$ cat src/rtl/hht_row_mac.sv
// rtl/hht_row_mac.sv - per-row multiply-accumulate of HHT (matrix, vector) pairs for SpMV
//
// Walks the CSR row_ptr array through a combinational read port, consumes
// each row's nonzero pairs from the HHT and emits one dot product per row.
//
// Ports:
//   Clk, Rst             clock (rising edge), synchronous active-high reset
//   start                one-cycle pulse, begins a run; ignored while busy
//   row_base, num_rows   address of row_ptr[0] and row count, sampled on start
//   rp_addr / rp_data    row-pointer read port, data valid in the same cycle
//   in_valid/in_ready    pair handshake; in_mval = matrix value, in_vval = vector value
//   y_valid/y_ready      result handshake; y_data = dot product, y_row = row index
//   busy, done, err      run in progress, end-of-run pulse, sticky malformed row_ptr flag

module hht_row_mac #(
    parameter int DW    = 32,
    parameter int AW    = 32,
    parameter int ACC_W = 64
) (
    input  logic             Clk,
    input  logic             Rst,
    input  logic             start,
    input  logic [AW-1:0]    row_base,
    input  logic [31:0]      num_rows,
    output logic [AW-1:0]    rp_addr,
    input  logic [31:0]      rp_data,
    input  logic             in_valid,
    output logic             in_ready,
    input  logic [DW-1:0]    in_mval,
    input  logic [DW-1:0]    in_vval,
    output logic             y_valid,
    input  logic             y_ready,
    output logic [ACC_W-1:0] y_data,
    output logic [31:0]      y_row,
    output logic             busy,
    output logic             done,
    output logic             err
);

    typedef enum logic [2:0] {IDLE, RP0, RPN, ACC, EMIT, DONE} state_t;

    state_t            state, state_nxt;
    logic [AW-1:0]     base_q;
    logic [31:0]       nrows_q;
    logic [31:0]       r_q;
    logic [31:0]       prev_q;
    logic [31:0]       cnt_q;
    logic [ACC_W-1:0]  acc_q;
    logic              err_q;

    logic              in_fire;
    logic              y_fire;
    logic              rp_bad;
    logic [31:0]       rp_diff;
    logic              last_row;
    logic [2*DW-1:0]   prod;

    assign in_fire  = in_valid & in_ready;
    assign y_fire   = y_valid & y_ready;
    assign rp_bad   = rp_data < prev_q;
    assign rp_diff  = rp_data - prev_q;
    assign last_row = (r_q == nrows_q - 32'd1);
    // Full-width unsigned product; the accumulator wraps naturally.
    assign prod     = (2*DW)'(in_mval) * (2*DW)'(in_vval);

    assign y_data = acc_q;
    assign y_row  = r_q;
    assign err    = err_q;

    always_ff @(posedge Clk) begin
        if (Rst) begin
            state <= IDLE;
        end else begin
            state <= state_nxt;
        end
    end

    always_comb begin
        state_nxt = state;
        case (state)
            IDLE: if (start) state_nxt = (num_rows == 32'd0) ? DONE : RP0;
            RP0:  state_nxt = RPN;
            // A malformed (decreasing) pointer is treated as an empty row.
            RPN:  state_nxt = (rp_bad || rp_diff == 32'd0) ? EMIT : ACC;
            ACC:  if (in_fire && cnt_q == 32'd1) state_nxt = EMIT;
            EMIT: if (y_fire) state_nxt = last_row ? DONE : RPN;
            DONE: state_nxt = IDLE;
            default: state_nxt = IDLE;
        endcase
    end

    always_comb begin
        rp_addr  = '0;
        in_ready = 1'b0;
        y_valid  = 1'b0;
        busy     = (state != IDLE);
        done     = (state == DONE);
        case (state)
            RP0:  rp_addr = base_q;
            RPN:  rp_addr = base_q + AW'(r_q) + AW'(1);
            // Gated by Rst so nothing is handed over in the reset cycle.
            ACC:  in_ready = ~Rst;
            EMIT: y_valid  = ~Rst;
            default: ;
        endcase
    end

    always_ff @(posedge Clk) begin
        if (Rst) begin
            base_q  <= '0;
            nrows_q <= '0;
            r_q     <= '0;
            prev_q  <= '0;
            cnt_q   <= '0;
            acc_q   <= '0;
            err_q   <= 1'b0;
        end else begin
            case (state)
                IDLE: if (start) begin
                    base_q  <= row_base;
                    nrows_q <= num_rows;
                    err_q   <= 1'b0;
                    r_q     <= '0;
                    acc_q   <= '0;
                end
                RP0: prev_q <= rp_data;
                RPN: begin
                    prev_q <= rp_data;
                    acc_q  <= '0;
                    if (rp_bad) begin
                        err_q <= 1'b1;
                        cnt_q <= '0;
                    end else begin
                        cnt_q <= rp_diff;
                    end
                end
                ACC: if (in_fire) begin
                    acc_q <= acc_q + ACC_W'(prod);
                    cnt_q <= cnt_q - 32'd1;
                end
                EMIT: if (y_fire) begin
                    acc_q <= '0;
                    if (!last_row) r_q <= r_q + 32'd1;
                end
                default: ;
            endcase
        end
    end

endmodule

$ cat config.mk
export PLATFORM = sky130hd
export DESIGN_NAME = hht_row_mac
export DESIGN_NICKNAME = d
export VERILOG_FILES = /design/src/rtl/hht_row_mac.sv
export SDC_FILE = /design/constraint.sdc
export NUM_CORES = 2
export LEC_CHECK = 0
export BUFFER_PORTS_ARGS = -buffer_cell sky130_fd_sc_hd__buf_2
export CORE_UTILIZATION = 57
export DETAILED_ROUTE_END_ITERATION = 8
export HOLD_SLACK_MARGIN = 0.06
export PLACE_DENSITY = 0.75
export SLEW_MARGIN = 20
export SYNTH_ARGS = -nofsm -noshare
export SYNTH_HDL_FRONTEND = slang
export SYNTH_SLANG_ARGS = --single-unit
$ cat constraint.sdc
create_clock -name Clk -period 17.3 [get_ports Clk]
set_clock_uncertainty 0.15 [all_clocks]
set_input_delay 0.865 -clock Clk [delete_from_list [all_inputs] [get_ports Clk]]
set_output_delay 0.865 -clock Clk [all_outputs]
set_load 0.02 [all_outputs]
## Word-level counts from Yosys, hierarchy flattened

Cells that the tools add are included.

| storage, ports and cells | value |
|---|---|
| register bits after elaboration | 228 |
| bits of input ports | 165 |
| logic and storage cells | 74 |

| operators by class | value |
|---|---|
| add/sub/neg operators | 7 |
| multipliers | 1 |
| $lt $le $gt $ge | 1 |
| equal/unequal tests | 13 |
| muxes and demuxes | 24 |
| bitwise logic cells | 3 |
| reductions and logical operators | 17 |

Operators by type and width:

| operator | count |
|---|---|
| $pmux W64 S4 | 1 |
| $mux W64 | 3 |
| $pmux W32 S2 | 3 |
| $mux W32 | 5 |
| $add A32 B1 Y32 const B | 2 |
| $add A64 B64 Y64 | 1 |
| $logic_not A32 Y1 | 2 |
| $mul A32 B32 Y64 | 1 |
| $sub A32 B1 Y32 const B | 2 |
| $add A32 B32 Y32 | 1 |
| $eq A32 B1 Y1 const B | 1 |
| $eq A32 B32 Y1 | 1 |
| $lt A32 B32 Y1 | 1 |
| $sub A32 B32 Y32 | 1 |
| $mux W3 | 6 |
| $pmux W3 S5 | 1 |
| $ne A2 B2 Y1 const B | 6 |
| $reduce_and A4 Y1 | 2 |
| $eq A3 B2 Y1 const B | 2 |
| $eq A3 B3 Y1 const B | 2 |
| $reduce_and A3 Y1 | 2 |
| $reduce_bool A2 Y1 | 3 |
| $mux W1 | 4 |
| $reduce_and A2 Y1 | 2 |
| other kinds (10) | 11 |

## Logic depth before layout (Yosys ltp)

| logic depth | value |
|---|---|
| depth after elaboration | 6 |
| mapped depth | 30 |
| mapped depth without buffers | 28 |

## Worst setup path before layout

Ideal clock, no wire load.

| timing path | value |
|---|---|
| path type | in2reg |
| start | input in_mval[21] |
| end | register acc_q[54] (netlist: y_data[54]) |
| setup time | 117 ps |
| arrival time | 7947 ps |
| required time | 17033 ps |
| setup slack | 9085 ps |
| cell stages on the path | 28 |
| path buffers | 2 |
| cell sequence | clkbuf_1 > nand2_1 > fa_1 > inv_1 > fa_1 > inv_1 > fa_1 > fa_1 > inv_1 > fa_1 > fa_1 > fa_1 > inv_1 > fa_1 > inv_1 > ha_1 > clkbuf_1 > a21o_1 > a21oi_1 > nor2_1 > o41a_1 > a311oi_1 > a2bb2oi_1 > o31ai_1 > a21oi_1 > nor2_1 > or3_1 > a32o_1 |

| between the ends | value |
|---|---|
| word-level cells in the longest chain between the ends | 4 |

RTL lines:

| what | line | text |
|---|---|---|
| start: declaration | 29 | `input logic [DW-1:0] in_mval,` |
| $mul A32 B32 Y64 | 64 | `assign prod = (2*DW)'(in_mval) * (2*DW)'(in_vval);` |
| $add A64 B64 Y64 | 138 | `acc_q <= acc_q + ACC_W'(prod);` |
| $mux W64 | 137 | `ACC: if (in_fire) begin` |
| $pmux W64 S4 | 118 | `case (state)` |
| end signal: assignment | 138 |  |
| end: declaration | 48 | `logic [ACC_W-1:0] acc_q;` |

No other way between the ends. The select of a mux whose other input is x is not followed.
A chain may end at the register's enable or synchronous reset.

## Final worst setup path

| timing path | value |
|---|---|
| start | input in_vval[0] |
| end | register acc_q[62] (netlist: y_data[62]) |

| between the ends | value |
|---|---|
| word-level cells in the longest chain between the ends | 4 |

RTL lines:

| what | line | text |
|---|---|---|
| start: declaration | 30 | `input logic [DW-1:0] in_vval,` |
| $mul A32 B32 Y64 | 64 |  |
| $add A64 B64 Y64 | 138 |  |
| $mux W64 | 137 |  |
| $pmux W64 S4 | 118 |  |

No other way between the ends. The select of a mux whose other input is x is not followed.

==> report_table.html <==
<table>
<tr><th>Metric</th><th>Value</th></tr>
<tr><th colspan="2">Hold path</th></tr>
<tr><td>Worst hold-check path type</td><td>flip-flop to flip-flop</td></tr>
<tr><th colspan="2">Synthesis</th></tr>
<tr><td>Post-synthesis cell type with the largest combined area</td><td>fa_1</td></tr>
<tr><td>Cell area after technology mapping</td><td>48,660 um2</td></tr>
<tr><td>Average instance area after synthesis</td><td>about 8.4 um2</td></tr>
<tr><td>Sequential fraction of the synthesis area</td><td>under 10%</td></tr>
<tr><td>Fraction of synthesis flops using an asynchronous set or reset pin</td><td>0%</td></tr>
<tr><td>Number of synthesized flops with an enable pin</td><td>0</td></tr>
<tr><td>Cell types with the largest area share after synthesis</td><td>fa_1, dfxtp_1, inv_1</td></tr>
<tr><td>Post-synthesis register bit count</td><td>about 230</td></tr>
<tr><td>Total number of yosys warnings</td><td>0</td></tr>
<tr><td>Adder-cell area share of the yosys netlist</td><td>roughly 48%</td></tr>
<tr><td>Basic-gate share of the synthesized area counting and, or, nand and nor cells</td><td>between 10% and 20%</td></tr>
<tr><td>Compound-cell area share of the yosys netlist</td><td>approximately 9%</td></tr>
<tr><td>Distinct cells, synth</td><td>between 80 and 90</td></tr>
<tr><td>Main combinational cell family by area after synthesis</td><td>adder cells</td></tr>
<tr><td>Multiplexer share of the synthesized area</td><td>less than 1%</td></tr>
<tr><td>Syn_nets</td><td>between 7,000 and 8,000</td></tr>
<tr><td>Xor/xnor cell area share of the yosys netlist</td><td>3.312%</td></tr>
<tr><td>Synthesized instance count</td><td>approximately 5,800</td></tr>
<tr><td>Top cell type's share of synthesized area</td><td>39.54%</td></tr>
<tr><td>Primary flip-flop cell chosen by synthesis mapping</td><td>dfxtp_1</td></tr>
<tr><th colspan="2">Detailed routing</th></tr>
<tr><td>Routed wirelength normalized by instance count</td><td>between 15 and 20 um</td></tr>
<tr><td>Length of the first detailed-routing pass in iterations</td><td>5</td></tr>
<tr><td>Number of DRC violations after detailed-routing iteration 0</td><td>3,260</td></tr>
<tr><td>DRC violation count after routing</td><td>0</td></tr>
<tr><td>Vias</td><td>just under 40,000</td></tr>
<tr><td>Post-DRT Antenna Nets</td><td>0</td></tr>
<tr><td>Detailed-route wire length</td><td>between 100,000 and 150,000 um</td></tr>
<tr><td>DR vias/cell</td><td>~5.7</td></tr>
<tr><th colspan="2">Layout</th></tr>
<tr><td>Fill cell instance count of the final layout</td><td>approximately 7,500</td></tr>
<tr><td>Layout overhead on the synthesized area</td><td>6.004%</td></tr>
<tr><td>Number of standard cells in the layout, taps in and fillers out</td><td>6,984</td></tr>
<tr><td>Final Net Count</td><td>around 7,300</td></tr>
<tr><td>Layout cells sized above 1</td><td>under 10%</td></tr>
<tr><td>Core Util, Final</td><td>between 60% and 70%</td></tr>
<tr><th colspan="2">Placement</th></tr>
<tr><td>Weighted congestion reported at the end of routability-driven placement</td><td>roughly 0.96</td></tr>
<tr><td>Buffers on Ports</td><td>297</td></tr>
<tr><td>Placed Instances</td><td>just under 7,000</td></tr>
<tr><td>Half-perimeter wire length after placement</td><td>roughly 110,000 um</td></tr>
<tr><th colspan="2">Timing</th></tr>
<tr><td>Hold Violations, Final</td><td>0</td></tr>
<tr><td>Final-report setup violation count</td><td>0</td></tr>
<tr><td>Period minus WS final</td><td>between 9 and 10 ns</td></tr>
<tr><td>Maximum clock frequency</td><td>about 110 MHz</td></tr>
<tr><td>Ratio of final minimum period to clock period</td><td>a little over half</td></tr>
<tr><td>Max Slew Vio Count</td><td>0</td></tr>
<tr><td>Max-slew headroom</td><td>between 20% and 30%</td></tr>
<tr><td>Unrepaired setup endpoints after global routing</td><td>no</td></tr>
<tr><td>Slew of the pin with the lowest slew margin</td><td>between 1 and 1.5 ns</td></tr>
<tr><td>Fin Setup TNS</td><td>0 ns</td></tr>
<tr><th colspan="2">Global routing</th></tr>
<tr><td>Vias in the first global route</td><td>between 40,000 and 50,000</td></tr>
<tr><td>GRT overflow</td><td>0</td></tr>
<tr><td>Number of antenna violations at the first check in global routing</td><td>3</td></tr>
<tr><td>All-Layer GR Usage</td><td>32.09%</td></tr>
<tr><td>First-pass GRT wire length</td><td>219,400 um</td></tr>
<tr><td>Pin count of the biggest net entering global routing</td><td>between 70 and 80</td></tr>
<tr><th colspan="2">Die</th></tr>
<tr><td>Area of the die</td><td>86,540 um2</td></tr>
<tr><td>Width of the chip</td><td>294.2 um</td></tr>
<tr><td>Starting Density</td><td>approximately 58%</td></tr>
<tr><td>Placeable Area</td><td>around 84,000 um2</td></tr>
<tr><td>Num rows</td><td>roughly 110</td></tr>
<tr><td>Die Y-Extent</td><td>294.2 um</td></tr>
<tr><td>Count of boundary I/O pins</td><td>298</td></tr>
<tr><th colspan="2">Critical path</th></tr>
<tr><td>Startpoint kind of the worst setup timing path</td><td>input port</td></tr>
<tr><td>Element type at the critical path end</td><td>flip-flop</td></tr>
<tr><td>Required @ worst endpoint</td><td>between 15 and 20 ns</td></tr>
<tr><td>Kind of critical path</td><td>input port to flip-flop</td></tr>
<tr><td>Biggest fanout along the worst timing path</td><td>32</td></tr>
<tr><td>Data arrival time of the critical path</td><td>approximately 9.4 ns</td></tr>
<tr><th colspan="2">Run status</th></tr>
<tr><td>Outcome</td><td>completed</td></tr>
<tr><th colspan="2">Clocking</th></tr>
<tr><td>Worst-path clk slew</td><td>0.06 ns</td></tr>
<tr><td>Master cell of the clock root buffer</td><td>clkbuf_16</td></tr>
<tr><td>Deepest level of the CTS H-tree</td><td>1</td></tr>
<tr><td>Clock tree sinks</td><td>228</td></tr>
<tr><td>Clock Path Buffers</td><td>3</td></tr>
<tr><td>CTS tree</td><td>yes</td></tr>
<tr><td>CTS Buf Count</td><td>25</td></tr>
<tr><td>Clock latency of the later-clocked register in the worst-skew pair</td><td>a little under 0.6 ns</td></tr>
<tr><td>Cts hold-fix bufs</td><td>0</td></tr>
<tr><td>Buffers inserted by post-CTS timing repair</td><td>0</td></tr>
<tr><td>Number of gates given a new drive strength after cts</td><td>0</td></tr>
<tr><th colspan="2">Flow run</th></tr>
<tr><td>Max-cap violation count</td><td>0</td></tr>
</table>
## routing by layer
metal | global-route usage [%] | vias to the layer above | wire length, um | part of all wire, %
li1 | - | 17840 | - | -
met1 | 44.30 | 19780 | 55800 | 42
met2 | 50.71 | 1857 | 60830 | 45
met3 | 6.684 | 246 | 13210 | 9.8
met4 | 9.947 | 2 | 4298 | 3.2
met5 | 0 | - | 7 | 0.0052
## placed cells by master (no fill, tap or decap), types with 15 or more instances in the layout
master	count
inv_1	1142
fa_1	961
nand2_1	925
and2_1	468
ha_1	310
buf_2	296
a21oi_1	243
dfxtp_1	228
nor2_1	187
o21ai_0	131
xnor2_1	98
xor2_1	86
nand3_1	72
a21o_1	63
nor3_1	61
a22oi_1	41
nand4_1	39
nor4_1	29
and3_1	27
buf_4	27
clkbuf_16	25
nand2b_1	22
or3_1	22
nor2b_1	20
a211oi_1	20
o21a_1	17
o21bai_1	17
a31oi_1	16
o31ai_1	15
## final cells by class
| type | instances | area [um2] | area share, % |
|---|---|---|---|
| Sequential cell | 228 | 4564 | 8.849 |
| Inverter | 1142 | 4287 | 8.311 |
| Timing Repair Buffer | 326 | 1738 | 3.369 |
| Antenna cell | 4 | 10.01 | 0.01941 |
| Clock inverter | 13 | 183.9 | 0.3566 |
| Multi-Input combinational cell | 4105 | 38680 | 74.98 |
| Tap cell | 1134 | 1419 | 2.751 |
| Clock buffer | 32 | 701.9 | 1.361 |
## worst max-delay path: stages
cell     delay (ns)
buf_2          0.57
nand2_1        0.16
fa_1           0.51
fa_1           0.54
inv_1          0.05
fa_1           0.48
inv_1          0.06
fa_1           0.52
inv_1          0.05
fa_1           0.53
inv_1          0.07
fa_1           0.53
inv_1          0.05
fa_1           0.49
inv_1          0.05
fa_1           0.48
inv_1          0.05
ha_1           0.36
nand2_1        0.17
nor2_1         0.20
nand2_1        0.08
o31ai_1        0.55
a21oi_1        0.37
o31ai_1        0.79
a21oi_1        0.28
o21ai_0        0.29
xnor2_1        0.15
o22ai_1        0.09
## cell usage after synthesis, types with 20 or more instances
cell      number
a211oi_1      20
a21o_1        63
a21oi_1      244
a22oi_1       41
and2_1       468
and3_1        27
clkbuf_1     291
dfxtp_1      228
fa_1         961
ha_1         310
inv_1       1142
nand2_1      927
nand2b_1      23
nand3_1       73
nand4_1       39
nor2_1       190
nor2b_1       20
nor3_1        63
nor4_1        29
o21ai_0      131
or3_1         22
xnor2_1       98
xor2_1        86
## cells by family (layout without fill, tap and decap cells)
kind of cell / count (synthesis) / after routing
DFF: 228 / 228
xor gates and xnor gates: 184 / 184
AOI/OAI and AO/OA: 691 / 691
buffers and inverters: 1453 / 1513
muxes: 8 / 8
other: 0 / 4
and+or+nand+nor: 1951 / 1951
adders and majority gates: 1271 / 1271
## path summary, 6_finish.rpt
path / start / end / slack [ns] / cells after the start
worst max-delay path: in_vval[0] / y_data[62] / 8.16 / 28
worst min-delay path: prev_q[7] / prev_q[7] / 0.30 / 2
worst max register to register: y_data[18] / y_data[62] / 8.65 / 27
worst min register to register: prev_q[7] / prev_q[7] / 0.30 / 2
## registers in the layout, indices dropped and copies added (netlist names)
name and flops:
err 1, y_data 64, nrows_q 32, cnt_q 32, base_q 32, state 3
y_row 32, prev_q 32
## per-stage QoR
stage | setup WS [ns] | instance area [um2] | hold WS [ns]
floorplan | 9.085 | 48660 | 0.2819
global placement | 7.887 | 50630 | 0.2873
detailed placement | 7.799 | 50630 | 0.2934
CTS | 8.327 | 51520 | 0.3020
global route | 7.973 | 51570 | 0.3106
finish | 8.162 | 51580 | 0.3002
Power is not shown: default switching activity piles up to over one toggle a cycle in this logic, so the estimate is an artifact.
